## src/rtl/dcache_pkg.sv

```systemverilog
// Shared geometry and FSM state type for the direct-mapped write-back data cache.
// Latency: n/a (declarations only).
// Backpressure: n/a.
package dcache_pkg;
    localparam int INDEX_W    = 3;
    localparam int WORD_OFF_W = 2;
    localparam int TAG_W      = 30 - INDEX_W - WORD_OFF_W;
    localparam int BLOCK_W    = 128;
    localparam int LINES      = 1 << INDEX_W;

    typedef enum logic [1:0] {
        IDLE      = 2'd0,
        WRITEBACK = 2'd1,
        ALLOCATE  = 2'd2
    } state_e;
endpackage

```

## src/rtl/dcache_responder_if.sv

```systemverilog
// CPU data port plus block-wide main-memory port of the data cache.
// Latency: n/a (wiring only).
// Backpressure: proc_stall holds the CPU; mem_ready completes a memory request.
// slave  : the cache (answers the CPU, drives memory requests)
// master : the environment (CPU and main-memory model)
interface dcache_responder_if;
    logic                         proc_read;
    logic                         proc_write;
    logic [29:0]                  proc_addr;
    logic [31:0]                  proc_wdata;
    logic [31:0]                  proc_rdata;
    logic                         proc_stall;
    logic                         mem_read;
    logic                         mem_write;
    logic [27:0]                  mem_addr;
    logic [dcache_pkg::BLOCK_W-1:0] mem_wdata;
    logic [dcache_pkg::BLOCK_W-1:0] mem_rdata;
    logic                         mem_ready;

    modport slave (
        input  proc_read, proc_write, proc_addr, proc_wdata, mem_rdata, mem_ready,
        output proc_rdata, proc_stall, mem_read, mem_write, mem_addr, mem_wdata
    );

    modport master (
        output proc_read, proc_write, proc_addr, proc_wdata, mem_rdata, mem_ready,
        input  proc_rdata, proc_stall, mem_read, mem_write, mem_addr, mem_wdata
    );
endinterface

```

## src/rtl/dcache_line_store.sv

```systemverilog
// Valid/dirty/tag/data arrays of the cache, one line per index.
// Latency: combinational read by index; word write and line fill land on the next edge.
// Backpressure: none; the caller never issues a fill and a word write together.
// Ports: idx_i selects the line for read, write and fill; *_o is the selected line;
//        wr_* writes one word and marks dirty; fill_* loads a clean valid line.
module dcache_line_store
    import dcache_pkg::*;
(
    input  logic                  clk,
    input  logic                  rst_n,
    input  logic [INDEX_W-1:0]    idx_i,
    output logic                  valid_o,
    output logic                  dirty_o,
    output logic [TAG_W-1:0]      tag_o,
    output logic [BLOCK_W-1:0]    data_o,
    input  logic                  wr_en_i,
    input  logic [WORD_OFF_W-1:0] wr_off_i,
    input  logic [31:0]           wr_word_i,
    input  logic                  fill_en_i,
    input  logic [TAG_W-1:0]      fill_tag_i,
    input  logic [BLOCK_W-1:0]    fill_data_i
);
    logic [LINES-1:0]   valid_q;
    logic [LINES-1:0]   dirty_q;
    logic [TAG_W-1:0]   tag_q  [LINES];
    logic [BLOCK_W-1:0] data_q [LINES];

    assign valid_o = valid_q[idx_i];
    assign dirty_o = dirty_q[idx_i];
    assign tag_o   = tag_q[idx_i];
    assign data_o  = data_q[idx_i];

    // Only the status bits are reset; a line is ignored until valid anyway.
    always_ff @(posedge clk or negedge rst_n) begin
        if (!rst_n) begin
            valid_q <= '0;
            dirty_q <= '0;
        end else if (fill_en_i) begin
            valid_q[idx_i] <= 1'b1;
            dirty_q[idx_i] <= 1'b0;
        end else if (wr_en_i) begin
            dirty_q[idx_i] <= 1'b1;
        end
    end

    always_ff @(posedge clk) begin
        if (fill_en_i) begin
            tag_q[idx_i]  <= fill_tag_i;
            data_q[idx_i] <= fill_data_i;
        end else if (wr_en_i) begin
            data_q[idx_i][{wr_off_i, 5'b0} +: 32] <= wr_word_i;
        end
    end
endmodule

```

## src/rtl/dcache_responder.sv

```systemverilog
// Direct-mapped write-back write-allocate data cache between CPU and block memory.
// Latency: hits complete in the request cycle; misses stall through WRITEBACK/ALLOCATE.
// Backpressure: proc_stall high on any miss until the refilled line hits in IDLE.
// Ports: clk, rst_n (async active-low), bus (slave side of dcache_responder_if).
module dcache_responder
    import dcache_pkg::*;
(
    input  logic               clk,
    input  logic               rst_n,
    dcache_responder_if.slave  bus
);
    localparam logic [1:0] ST_IDLE  = IDLE;
    localparam logic [1:0] ST_WB    = WRITEBACK;
    localparam logic [1:0] ST_ALLOC = ALLOCATE;

    logic [1:0]            state_q, state_d;
    logic [WORD_OFF_W-1:0] off;
    logic [INDEX_W-1:0]    idx;
    logic [TAG_W-1:0]      tag;
    logic                  line_valid, line_dirty;
    logic [TAG_W-1:0]      line_tag;
    logic [BLOCK_W-1:0]    line_data;
    logic                  hit, req, in_idle, miss, wr_en, fill_en;

    assign off = bus.proc_addr[1:0];
    assign idx = bus.proc_addr[INDEX_W+1:2];
    assign tag = bus.proc_addr[29:INDEX_W+2];

    dcache_line_store u_store (
        .clk         (clk),
        .rst_n       (rst_n),
        .idx_i       (idx),
        .valid_o     (line_valid),
        .dirty_o     (line_dirty),
        .tag_o       (line_tag),
        .data_o      (line_data),
        .wr_en_i     (wr_en),
        .wr_off_i    (off),
        .wr_word_i   (bus.proc_wdata),
        .fill_en_i   (fill_en),
        .fill_tag_i  (tag),
        .fill_data_i (bus.mem_rdata)
    );

    assign hit     = line_valid && (line_tag == tag);
    assign req     = bus.proc_read || bus.proc_write;
    assign in_idle = (state_q == ST_IDLE);
    assign miss    = in_idle && req && !hit;
    // A store miss waits for the fill, then hits and merges here like any store.
    assign wr_en   = in_idle && bus.proc_write && hit;
    assign fill_en = (state_q == ST_ALLOC) && bus.mem_ready;

    always_comb begin
        state_d = state_q;
        case (state_q)
            ST_IDLE:  if (miss) state_d = (line_valid && line_dirty) ? ST_WB : ST_ALLOC;
            ST_WB:    if (bus.mem_ready) state_d = ST_ALLOC;
            ST_ALLOC: if (bus.mem_ready) state_d = ST_IDLE;
            default:  state_d = ST_IDLE;
        endcase
    end

    always_ff @(posedge clk or negedge rst_n) begin
        if (!rst_n) state_q <= ST_IDLE;
        else        state_q <= state_d;
    end

    // Reset gates the stall so a request held during reset does not stall the CPU.
    assign bus.proc_stall = rst_n && (!in_idle || miss);
    // Stores win over an (illegal) simultaneous load, so rdata stays zero then.
    assign bus.proc_rdata = (in_idle && bus.proc_read && !bus.proc_write && hit)
                          ? line_data[{off, 5'b0} +: 32] : 32'd0;

    assign bus.mem_write = (state_q == ST_WB);
    assign bus.mem_read  = (state_q == ST_ALLOC);
    assign bus.mem_wdata = bus.mem_write ? line_data : '0;

    always_comb begin
        bus.mem_addr = '0;
        case (state_q)
            ST_WB:    bus.mem_addr = {line_tag, idx};
            ST_ALLOC: bus.mem_addr = bus.proc_addr[29:2];
            default:  bus.mem_addr = '0;
        endcase
    end
endmodule

```

## src/flat_wrapper.sv

```systemverilog
// flat-port wrapper written by rule: the top's interface ports become plain ports
module dcache_responder_flat import dcache_pkg::*;
  (clk, rst_n, bus_proc_read, bus_proc_write, bus_proc_addr, bus_proc_wdata, bus_mem_rdata, bus_mem_ready, bus_proc_rdata, bus_proc_stall, bus_mem_read, bus_mem_write, bus_mem_addr, bus_mem_wdata);
  dcache_responder_if bus_i ();
  input  logic clk;
  input  logic rst_n;
  input wire logic [$bits(bus_i.proc_read)-1:0] bus_proc_read;
  input wire logic [$bits(bus_i.proc_write)-1:0] bus_proc_write;
  input wire logic [$bits(bus_i.proc_addr)-1:0] bus_proc_addr;
  input wire logic [$bits(bus_i.proc_wdata)-1:0] bus_proc_wdata;
  input wire logic [$bits(bus_i.mem_rdata)-1:0] bus_mem_rdata;
  input wire logic [$bits(bus_i.mem_ready)-1:0] bus_mem_ready;
  output wire logic [$bits(bus_i.proc_rdata)-1:0] bus_proc_rdata;
  output wire logic [$bits(bus_i.proc_stall)-1:0] bus_proc_stall;
  output wire logic [$bits(bus_i.mem_read)-1:0] bus_mem_read;
  output wire logic [$bits(bus_i.mem_write)-1:0] bus_mem_write;
  output wire logic [$bits(bus_i.mem_addr)-1:0] bus_mem_addr;
  output wire logic [$bits(bus_i.mem_wdata)-1:0] bus_mem_wdata;
  assign bus_i.proc_read = bus_proc_read;
  assign bus_i.proc_write = bus_proc_write;
  assign bus_i.proc_addr = bus_proc_addr;
  assign bus_i.proc_wdata = bus_proc_wdata;
  assign bus_i.mem_rdata = bus_mem_rdata;
  assign bus_i.mem_ready = bus_mem_ready;
  assign bus_proc_rdata = bus_i.proc_rdata;
  assign bus_proc_stall = bus_i.proc_stall;
  assign bus_mem_read = bus_i.mem_read;
  assign bus_mem_write = bus_i.mem_write;
  assign bus_mem_addr = bus_i.mem_addr;
  assign bus_mem_wdata = bus_i.mem_wdata;
  dcache_responder u_core (.clk(clk), .rst_n(rst_n), .bus(bus_i));
endmodule
```

## config.mk

```make
export PLATFORM = sky130hd
export DESIGN_NAME = dcache_responder_flat
export DESIGN_NICKNAME = d
export VERILOG_FILES = /design/src/rtl/dcache_pkg.sv /design/src/rtl/dcache_responder_if.sv /design/src/rtl/dcache_line_store.sv /design/src/rtl/dcache_responder.sv /design/src/flat_wrapper.sv
export SDC_FILE = /design/constraint.sdc
export NUM_CORES = 1
export LEC_CHECK = 0
export CELL_PAD_IN_SITES_DETAIL_PLACEMENT = 1
export CELL_PAD_IN_SITES_GLOBAL_PLACEMENT = 2
export CORE_MARGIN = 3
export CORE_UTILIZATION = 35
export CTS_CLUSTER_DIAMETER = 200
export CTS_CLUSTER_SIZE = 40
export DETAILED_ROUTE_END_ITERATION = 7
export PLACE_DENSITY_LB_ADDON = 0.1
export SYNTH_ARGS = -nofsm -noshare
export SYNTH_HDL_FRONTEND = slang
export SYNTH_SLANG_ARGS = --single-unit
```

## constraint.sdc

```tcl
create_clock -name clk -period 18.5 [get_ports clk]
set_input_delay 5.55 -clock clk [delete_from_list [all_inputs] [get_ports clk]]
set_output_delay 5.55 -clock clk [all_outputs]
set_load 0.01 [all_outputs]
```

Word level (Yosys, flattened, before mapping)
Memory sizes are Yosys's and may differ from the RTL's.
Index checks and enable logic that the tools add are counted.

storage, ports and cells
  flip-flop bits (word level) = 18
  bits in writable memories = 1,224
  bits of input ports = 195
  output and inout port bits = 191
  memories = 2

memories
  memory                 depth  bits a word  read ports  clocked after Yosys merged registers in  wr ports  line                     text
  u_core.u_store.data_q  8      128          1           0                                        1         dcache_line_store.sv:26  logic [BLOCK_W-1:0] data_q [LINES];
  u_core.u_store.tag_q   8      25           1           0                                        1         dcache_line_store.sv:25  logic [TAG_W-1:0] tag_q [LINES];

operators by class
  add/subtract/negate cells = 1
  magnitude comparators = 2
  equality and inequality tests = 6
  shift operators = 3
  multiplexer cells = 149
  bitwise logic cells = 132
  reduce and logical (&&, ||, !) cells = 20

operator list
  cell                                                        count
  two-way mux 128 bit                                         2
  two-way mux 1 bit                                           135
  OR 1 bit                                                    128
  variable shift 32 x 9 -> 128 bit, first input constant      1
  indexed part select 128 x 8 -> 32 bit                       1
  indexed part select 32 x 9 -> 128 bit                       1
  case mux 28 bit (2 select lines)                            1
  two-way mux 32 bit                                          1
  == test 25 bit                                              1
  two-way mux 8 bit                                           2
  OR 8 bit                                                    2
  logical AND 1 bit                                           12
  negator 7 -> 9 bit                                          1
  AND 8 bit                                                   1
  two-way mux 2 bit                                           4
  inverter 8 bit                                              1
  binary-select mux 1 bit (select 3 bit)                      2
  != test 2 bit, second input constant                        3
  case mux 2 bit (3 select lines)                             1
  less-than comparator 3 x 4 -> 1 bit, second input constant  1
  demux 1 bit (select 3 bit)                                  1
  >= comparator 3 x 1 -> 1 bit, second input constant         1
  logical NOT 1 bit                                           3
  AND reduction 3 bit                                         1
  5 further kinds                                             6

Logic depth before layout (Yosys ltp)
Gate-level depths: netlist (run 1).

  word-level depth = 8
  depth in mapped cells = 16

By module
From an unflattened synthesis (run 1), not the netlist that was laid out.

second synthesis, totals
  cells, all modules = 2,519
  area total of the unflattened synthesis = 51,779.7 µm²

modules (own cells, without submodules)
  module             times used  cells each  area an instance (µm²)  seq. area each (µm²)
  dcache_line_store  1           2,185       48,824.3                37,155.6
  dcache_responder   1           334         2,955.3                 50.0

Worst setup path after synthesis (run 1)
OpenSTA, ideal clock, no wires.

  path kind = input -> output
  start = input bus_proc_addr[4]
  end = output bus_proc_rdata[16]
  arrival = 8.232 ns
  slack = 4.718 ns
  stages on the path = 12
  path buffers = 5
  cell sequence = buf_2 buf_6 buf_2 mux4_2 mux2i_1 xnor2_1 a2111oi_2 nand4bb_1 or4_1 clkbuf_1 clkbuf_1 a21oi_1

on the way
  longest elaborated chain between the ends = 5
  elaborated cells between the ends (all ways) = 9
  classes of those cells = 1 x eq/ne; 1 x shift; 3 x mux; 2 x reduce/logical; 2 x memory

RTL lines
  item                                                                          line                    text
  start: declaration                                                            flat_wrapper.sv:9       input wire logic [$bits(bus_i.proc_addr)-1:0] bus_proc_addr;
  parallel branches: the longest is 4 deep, another holds memory (8 x 128 bit)  -
  two-way mux 32 bit *                                                          dcache_responder.sv:72  ? line_data[{off, 5'b0} +: 32] : 32'd0;
  end: declaration                                                              flat_wrapper.sv:13      output wire logic [$bits(bus_i.proc_rdata)-1:0] bus_proc_rdata;

Every way passes the cells marked *. The select of a mux whose other input is x is not followed.

Final worst setup path (run 1)
  start = input bus_proc_addr[4]
  end = output bus_proc_rdata[22]

The elaborated chain is that of the path after synthesis.

==> results of run 1 <==
==> worst register-to-register path, stage by stage (launching register included) <==
cell and delay, ns:
edfxtp_1 0.40, mux4_2 0.47, mux2i_1 0.32, xnor2_1 0.26, a2111oi_2 0.45, nand4bb_1 0.28
nor4_4 1.06, nand2_4 0.58, buf_4 0.54, a21oi_4 0.80, buf_4 0.58
==> logic make-up (layout without fill, tap and decap cells) <==
logic type / count (synthesis) / in the layout / share of synthesized area
simple gates: 590 / 590 / 0.0586
fa+ha+maj: 8 / 8 / 0.00198
flops: 1242 / 1242 / 0.735
buf+inv: 347 / 661 / 0.0300
mux: 332 / 332 / 0.0807
compound gates: 640 / 640 / 0.0914
xor+xnor: 11 / 11 / 0.00190
other cells: 0 / 1 / 0
==> cell type report <==
type / count / share of cell area
diodes: 1 / 0.0000431
well taps: 1890 / 0.0407
repair buffers: 479 / 0.0797
flip-flops and latches: 1242 / 0.641
multi-input cells: 1581 / 0.212
inverters: 137 / 0.00890
clock inverters: 2 / 0.000797
clock buffers: 43 / 0.0167
==> cells in the final DEF, fill, tap and decap left out, types with 10 or more instances in the layout <==
master / instances
clkdlybuf4s50_1: 381
nand4_1: 14
a22oi_1: 305
mux2i_1: 202
mux4_2: 52
mux2_2: 77
a221oi_1: 72
nand3_1: 16
o22ai_1: 29
nor2b_1: 23
and3_1: 38
edfxtp_1: 1224
o21ai_0: 53
nor3_1: 23
and2_1: 39
a22o_1: 34
inv_1: 133
buf_4: 90
nor2_1: 154
a21oi_1: 47
a222oi_1: 14
or2_2: 10
a21oi_4: 32
dfrtp_1: 18
clkbuf_16: 38
nand2_1: 174
and4_1: 36
==> stage by stage <==
stage	total power, mW	area, sq um
after global routing	5.23	58100
after detailed placement	3.95	57100
final	5.09	58100
after floorplan	3.57	50600
after CTS	5.12	58100
after global placement	3.93	57100
==> registers in the layout (all words and copies together), names as in the netlist, named ones only <==
name / count
u_core.u_store.valid_q: 8
u_core.u_store.tag_q: 200
u_core.u_store.data_q: 1024
u_core.state_q: 2
==> power groups by stage <==
| stage | Combinational (mW) | Sequential, mW | Clock, mW |
|---|---|---|---|
| 6_report | 0.670 | 3.21 | 1.21 |
| 3_5_place_dp | 0.671 | 3.28 | 0 |
| 3_3_place_gp | 0.661 | 3.27 | 0 |
| 2_1_floorplan | 0.300 | 3.27 | 0 |
| 4_1_cts | 0.673 | 3.21 | 1.23 |
| 5_1_grt | 0.700 | 3.22 | 1.31 |
==> how the worst min path moves through the flow <==
| stage | start | endpoint | slack [ns] | cells after the start |
|---|---|---|---|---|
| 6_report | u_core.u_store.valid_q[0] | u_core.u_store.valid_q[0] | 0.49 | 1 |
| 3_5_place_dp | u_core.u_store.valid_q[4] | u_core.u_store.valid_q[4] | 0.46 | 1 |
| 2_1_floorplan | u_core.u_store.valid_q[0] | u_core.u_store.valid_q[0] | 0.44 | 1 |
| 4_1_cts | u_core.u_store.valid_q[0] | u_core.u_store.valid_q[0] | 0.49 | 1 |
| 3_3_place_gp | u_core.u_store.valid_q[3] | u_core.u_store.valid_q[3] | 0.45 | 1 |
| 5_1_grt | u_core.u_store.valid_q[5] | u_core.u_store.valid_q[5] | 0.51 | 1 |
==> per-layer routing <==
| layer | wire, um | vias up |
|---|---|---|
| li1 | - | 13000 |
| met5 | 26 | - |
| met1 | 89300 | 17400 |
| met3 | 13800 | 212 |
| met2 | 98200 | 1523 |
| met4 | 5540 | 4 |
==> impl_metrics.py, run 1 <==
metrics = {
    "worst_setup_path": {
        "path_delay_family": "buffers and inverters",
        "cp-end-kind": "output pin",
        "worst_r2r_endpoint": "u_core.u_store.data_q[0][85]",
        "cp_cell_sequence": "buf_8 > buf_12 > mux2_2 > o22ai_1 > nor3_1 > nor4_1 > nand4_1 > nand4bb_1 > or4_2 > buf_4 > nor2_1 > clkdlybuf4s50_1",
        "r2r-start": "u_core.u_store.tag_q[6][6]",
        "startpoint": "bus_proc_addr[4]",
        "ff2ff_setup_slack_ns": 12.37,
        "start_kind": "input port",
        "r2r_cells": 10,
        "cp.required_ns": 12.95,
        "crit_buf_inv": 4,
        "worstSetupPathType": "in2out",
        "cp.depth": 12,
        "cp.arrival_ns": 10.71,
        "critPathCapture": "bus_proc_rdata[22]",
        "critPathSlowestCell": "or4_2",
        "max_stage_delay_ns": 0.75,
        "cp_max_fo": 99,
    },
    "clock_tree": {
        "cts_tree": "built",
        "cts_max_level": 2,
        "cts_buffer_depth": 3,
        "cts.sinks": 1242,
        "cts-root-buf": "clkbuf_16",
        "insertion_delay_ns": 0.67,
        "cts_made_buffers": 37,
        "ctsResizeCount": 0,
        "cts_setup_buffers": 0,
        "clkSlewWorstSetupHoldPaths_ns": 0.14,
        "cts_hold_buf": 0,
    },
    "logic_synthesis": {
        "synthCells": 3170,
        "ys_seq_area_frac": 0.735,
        "synth_top_flop_cell": "edfxtp_1",
        "ys_ff_latch": 1242,
        "synth_edf_count": 1224,
        "synth_area_leaders": "edfxtp_1 73%, a22oi_1 4.5%, mux2i_1 4.0%",
        "ys_async_sr_fraction": 0.0145,
        "synthTopCellsByCount": "1224 x edfxtp_1, 305 x a22oi_1, 202 x mux2i_1",
        "yosys.area.top_type_share": 0.727,
        "yosys.area.top_type": "edfxtp_1",
        "yosys_warnings": 0,
        "netlist_area_sq_um": 50600,
        "synth_nets": 3373,
        "syn_avg_cell_area_sq_um": 16.0,
        "yosysUniqueCellTypes": 61,
        "synth_most_common_cell": "edfxtp_1",
    },
    "grt": {
        "grt_pass1_wl_um": 277000,
        "use_met2": 0.445,
        "grt_pass1_vias": 32300,
        "top_usage_layer": "met2",
        "track_usage": 0.270,
        "grt_max_degree": 102,
        "antenna_found_initial": 8,
        "global_route.usage.met1": 0.382,
        "use_met3": 0.0324,
        "gr-total-overflow": 0,
    },
    "route": {
        "wl_um": 207000,
        "vias_per_cell": 5.97,
        "wire_per_inst_um": 38.5,
        "vias": 32100,
        "ant_nets": 0,
        "drc_errors": 0,
        "drtIter0Drc": 3937,
        "first_pass_iters": 5,
    },
    "pwr": {
        "p_leak_nw": 18.9,
        "pwr-share-seq": 0.631,
        "vdd_drop_max_mv": 0.0562,
        "power_switching_mw": 1.31,
        "clockPowerShare": 0.238,
        "internal-power_mw": 3.78,
        "pwr-share-comb": 0.131,
        "sw_frac_of_total": 0.257,
        "pwr_density_cell_nw_per_um2": 87.7,
    },
    "sta": {
        "slew_viol_final": 0,
        "finClkSkew_ns": 0.0520,
        "period_share": 0.879,
        "finalWorstSetupSlack_ns": 2.24,
        "post-route-min-period_ns": 16.26,
        "holdWs_ns": 0.489,
        "fin_setup_tns_ns": 0,
        "setup_viol_count_final": 0,
        "rsz0062_at_grt": "false",
        "slew_headroom": 0.127,
        "fmax_mhz": 61.5,
        "worst_pin_slew_ns": 1.31,
        "final-hold-violation-count": 0,
    },
    "final_layout": {
        "nNetsFinal": 3681,
        "drive_above_1_share": 0.0999,
        "utilization": 0.407,
        "instances_no_fill": 5375,
        "multi_input_area_sq_um": 12300,
        "seq_area_sq_um": 37200,
        "fillers": 14200,
        "area_growth_pct": 14.8,
    },
    "min_path": {
        "hold_path_class": "reg2reg",
    },
    "die": {
        "fp.dieW_um": 386,
        "core_sq_um": 143000,
        "ios": 386,
        "die_y_um": 386,
        "dieArea_sq_um": 149000,
        "num_rows": 138,
        "start_util": 0.355,
    },
    "placed_design": {
        "dp_cells": 5329,
        "hpwl_um": 131000,
        "finalWeightedCongestion": 0.814,
        "dpl_worst_slack_ns": 2.31,
        "portBuffers": 385,
    },
    "status": {
        "status": "finished clean",
    },
    "flow_run": {
        "max_cap_viol_count": 0,
    },
}
No activity file was read; power rests on OpenSTA's default activity.
==> inputs of run 2 (changes only) <==
--- a/config.mk
+++ b/config.mk
@@ -15,4 +15,5 @@
 export PLACE_DENSITY_LB_ADDON = 0.1
 export SYNTH_ARGS = -nofsm -noshare
 export SYNTH_HDL_FRONTEND = slang
+export SYNTH_HIERARCHICAL = 1
 export SYNTH_SLANG_ARGS = --single-unit
==> run 2 against run 1 <==
Area after synthesis increased by 2.4%. Global-route usage decreased by 4.9 points. Clock power about the same. Setup slack got worse by 0.036 ns. Register-to-register slack improved by 0.36 ns. Sequential share of layout area decreased by 0.86 points. Flip-flop and latch count unchanged. Clock-buffer cell count increased by 2. Combinational power about the same. Critical endpoint is now bus_proc_rdata[25]. Largest cell class unchanged.
==> impl_metrics.py, run 2 <==
metrics = {
    "placed_design": {
        "dpl_worst_slack_ns": 2.15,
        "dp_cells": 4737,
        "finalWeightedCongestion": 0.767,
        "portBuffers": 385,
        "hpwl_um": 112000,
    },
    "worst_setup_path": {
        "crit_buf_inv": 4,
        "max_stage_delay_ns": 0.70,
        "worst_r2r_endpoint": "u_core/u_store/data_q[3][91]",
        "path_delay_family": "buffers and inverters",
        "cpMostUsedCell": "buf_4",
        "r2r_cells": 10,
        "critPathSlowestCell": "buf_4",
        "worstSetupPathType": "in2out",
        "cp-end-kind": "output pin",
        "ff2ff_setup_slack_ns": 12.73,
        "r2r-start": "u_core/u_store/tag_q[7][6]",
        "cp_cell_sequence": "buf_8 > buf_4 > mux4_2 > mux2_2 > xnor2_1 > nand4_1 > nor4_4 > nand4b_4 > buf_4 > nor2b_4 > clkdlybuf4s50_1",
        "cp.arrival_ns": 10.74,
        "cp_max_fo": 84,
        "cp.required_ns": 12.95,
        "start_kind": "input port",
    },
    "final_layout": {
        "drive_above_1_share": 0.243,
        "fillers": 13800,
        "final_common_cell": "edfxtp_1",
        "largestRegisters": "u_core/u_store/data_q x1024, u_core/u_store/tag_q x200, u_core/u_store/valid_q x8",
        "instances_no_fill": 4790,
        "area_growth_pct": 13.7,
        "top_register": "u_core/u_store/data_q",
        "mostFrequentLayoutCells": "1224 x edfxtp_1, 380 x clkdlybuf4s50_1, 342 x mux4_2",
        "largest_reg_flops": 1024,
        "nNetsFinal": 3062,
    },
    "sta": {
        "worst_pin_slew_ns": 1.16,
        "finClkSkew_ns": 0.0427,
        "final-hold-violation-count": 0,
        "post-route-min-period_ns": 16.29,
        "fmax_mhz": 61.4,
        "slew_headroom": 0.221,
        "slew_viol_final": 0,
        "fin_setup_tns_ns": 0,
        "rsz0062_at_grt": "false",
        "finalWorstSetupSlack_ns": 2.21,
        "holdWs_ns": 0.480,
        "setup_viol_count_final": 0,
        "period_share": 0.881,
    },
    "clock_tree": {
        "insertion_delay_ns": 0.66,
        "cts-root-buf": "clkbuf_16",
        "cts_setup_buffers": 0,
        "cts_max_level": 2,
        "clkSlewWorstSetupHoldPaths_ns": 0.14,
        "cts_made_buffers": 37,
        "cts.sinks": 1242,
        "cts_hold_buf": 0,
        "ctsResizeCount": 0,
        "cts_buffer_depth": 3,
        "cts_tree": "built",
    },
    "pwr": {
        "sw_frac_of_total": 0.240,
        "pwr_density_cell_nw_per_um2": 86.2,
        "internal-power_mw": 3.85,
        "p_leak_nw": 18.1,
        "pwr-share-comb": 0.132,
        "clockPowerShare": 0.235,
        "pwr-share-seq": 0.633,
        "power_switching_mw": 1.22,
        "vdd_drop_max_mv": 0.0605,
    },
    "logic_synthesis": {
        "synth_nets": 2722,
        "synth_most_common_cell": "edfxtp_1",
        "yosys.area.top_type_share": 0.710,
        "yosysUniqueCellTypes": 46,
        "synthCells": 2519,
        "synth_area_leaders": "edfxtp_1 71%, mux4_2 15%, mux2_2 2.9%",
        "ys_seq_area_frac": 0.719,
        "ys_ff_latch": 1242,
        "synth_top_flop_cell": "edfxtp_1",
        "yosys_warnings": 6,
        "synth_edf_count": 1224,
        "yosys.area.top_type": "edfxtp_1",
        "netlist_area_sq_um": 51800,
        "syn_avg_cell_area_sq_um": 20.6,
        "synthTopCellsByCount": "1224 x edfxtp_1, 342 x mux4_2, 137 x nand2_1",
        "ys_async_sr_fraction": 0.0145,
    },
    "route": {
        "drc_errors": 0,
        "first_pass_iters": 5,
        "ant_nets": 0,
        "vias": 26800,
        "vias_per_cell": 5.59,
        "wl_um": 171000,
        "wire_per_inst_um": 35.8,
        "drtIter0Drc": 2975,
    },
    "grt": {
        "track_usage": 0.221,
        "antenna_found_initial": 32,
        "grt_pass1_wl_um": 233000,
        "grt_pass1_vias": 27700,
        "grt_max_degree": 113,
        "gr-total-overflow": 0,
    },
    "die": {
        "ios": 386,
        "fp.dieW_um": 391,
        "start_util": 0.354,
        "num_rows": 140,
        "dieArea_sq_um": 153000,
        "die_y_um": 391,
        "core_sq_um": 146000,
    },
    "min_path": {
        "hold_path_depth": 1,
        "hold_path_class": "reg2reg",
        "worstHoldStart": "u_core/u_store/valid_q[4]",
        "whs_endpoint": "u_core/u_store/valid_q[4]",
    },
    "flow_run": {
        "max_cap_viol_count": 0,
    },
    "status": {
        "status": "finished clean",
    },
}
[run 2: cell types whose count changed after synthesis, sizes merged, moves of 73 or more]
cell / delta
a21oi: -75
a221oi: -73
a22oi: -280
and2: +90
clkbuf: -78
inv: -132
mux2: +78
mux2i: -201
mux4: +290
nor2: -129
[run 2: layout make-up]
class	count	area (sq um)	share of cell area
Inverter	5	18.8	0.000319
Multi-Input combinational cell	1115	13800	0.234
Clock inverter	2	38.8	0.000659
Clock buffer	45	998	0.0170
Sequential cell	1242	37200	0.632
Tap cell	1917	2400	0.0407
Timing Repair Buffer	458	4430	0.0753
Antenna cell	6	15.0	0.000255
[run 2: worst max path at each step]
stage               slack [ns]                  to        startpoint  cells past startpoint
CTS                       2.15  bus_proc_rdata[29]  bus_proc_addr[2]                     11
global route              1.82  bus_proc_rdata[30]  bus_proc_addr[2]                     11
finish                    2.21  bus_proc_rdata[25]  bus_proc_addr[2]                     11
floorplan                 5.01  bus_proc_rdata[10]  bus_proc_addr[2]                     10
global placement          2.22  bus_proc_rdata[24]  bus_proc_addr[2]                     11
detailed placement        2.15  bus_proc_rdata[29]  bus_proc_addr[2]                     11
[run 2: per-stage QoR]
step | area (sq um) | power, mW | utilization
6_report | 58900 | 5.07 | 0.402
5_1_grt | 58800 | 5.25 | 0.402
4_1_cts | 58800 | 5.13 | 0.402
3_5_place_dp | 57800 | 3.96 | 0.395
3_3_place_gp | 57800 | 3.94 | 0.395
2_1_floorplan | 51800 | 3.63 | -
[run 2: cell families (layout without fill, tap and decap cells)]
kind of cell             after synthesis  count (layout)  synth area share
AO/OA/AOI/OAI                        168             168            0.0224
XOR/XNOR                              25              25           0.00423
adder cells (fa/ha/maj)                8               8           0.00193
buffers and inverters                162             510            0.0214
flip-flops                          1242            1242             0.719
multiplexers                         499             499             0.184
other                                  0               6                 0
AND/OR/NAND/NOR                      415             415            0.0472
[run 2: power groups by stage]
stage,sequential [mW],combinational [mW],clock (mW)
after floorplan,3.27,0.355,0
after global placement,3.27,0.672,0
after detailed placement,3.28,0.681,0
after CTS,3.21,0.683,1.24
after global routing,3.22,0.706,1.32
final,3.21,0.667,1.19
[run 2: metal layers]
metal,GRT usage,vias to the layer above,share of wire
met3,0.0332,87,0.073
met1,0.323,14800,0.44
met4,0.0360,2,0.014
met5,0,-,0.000064
li1,-,10900,-
met2,0.358,1032,0.47
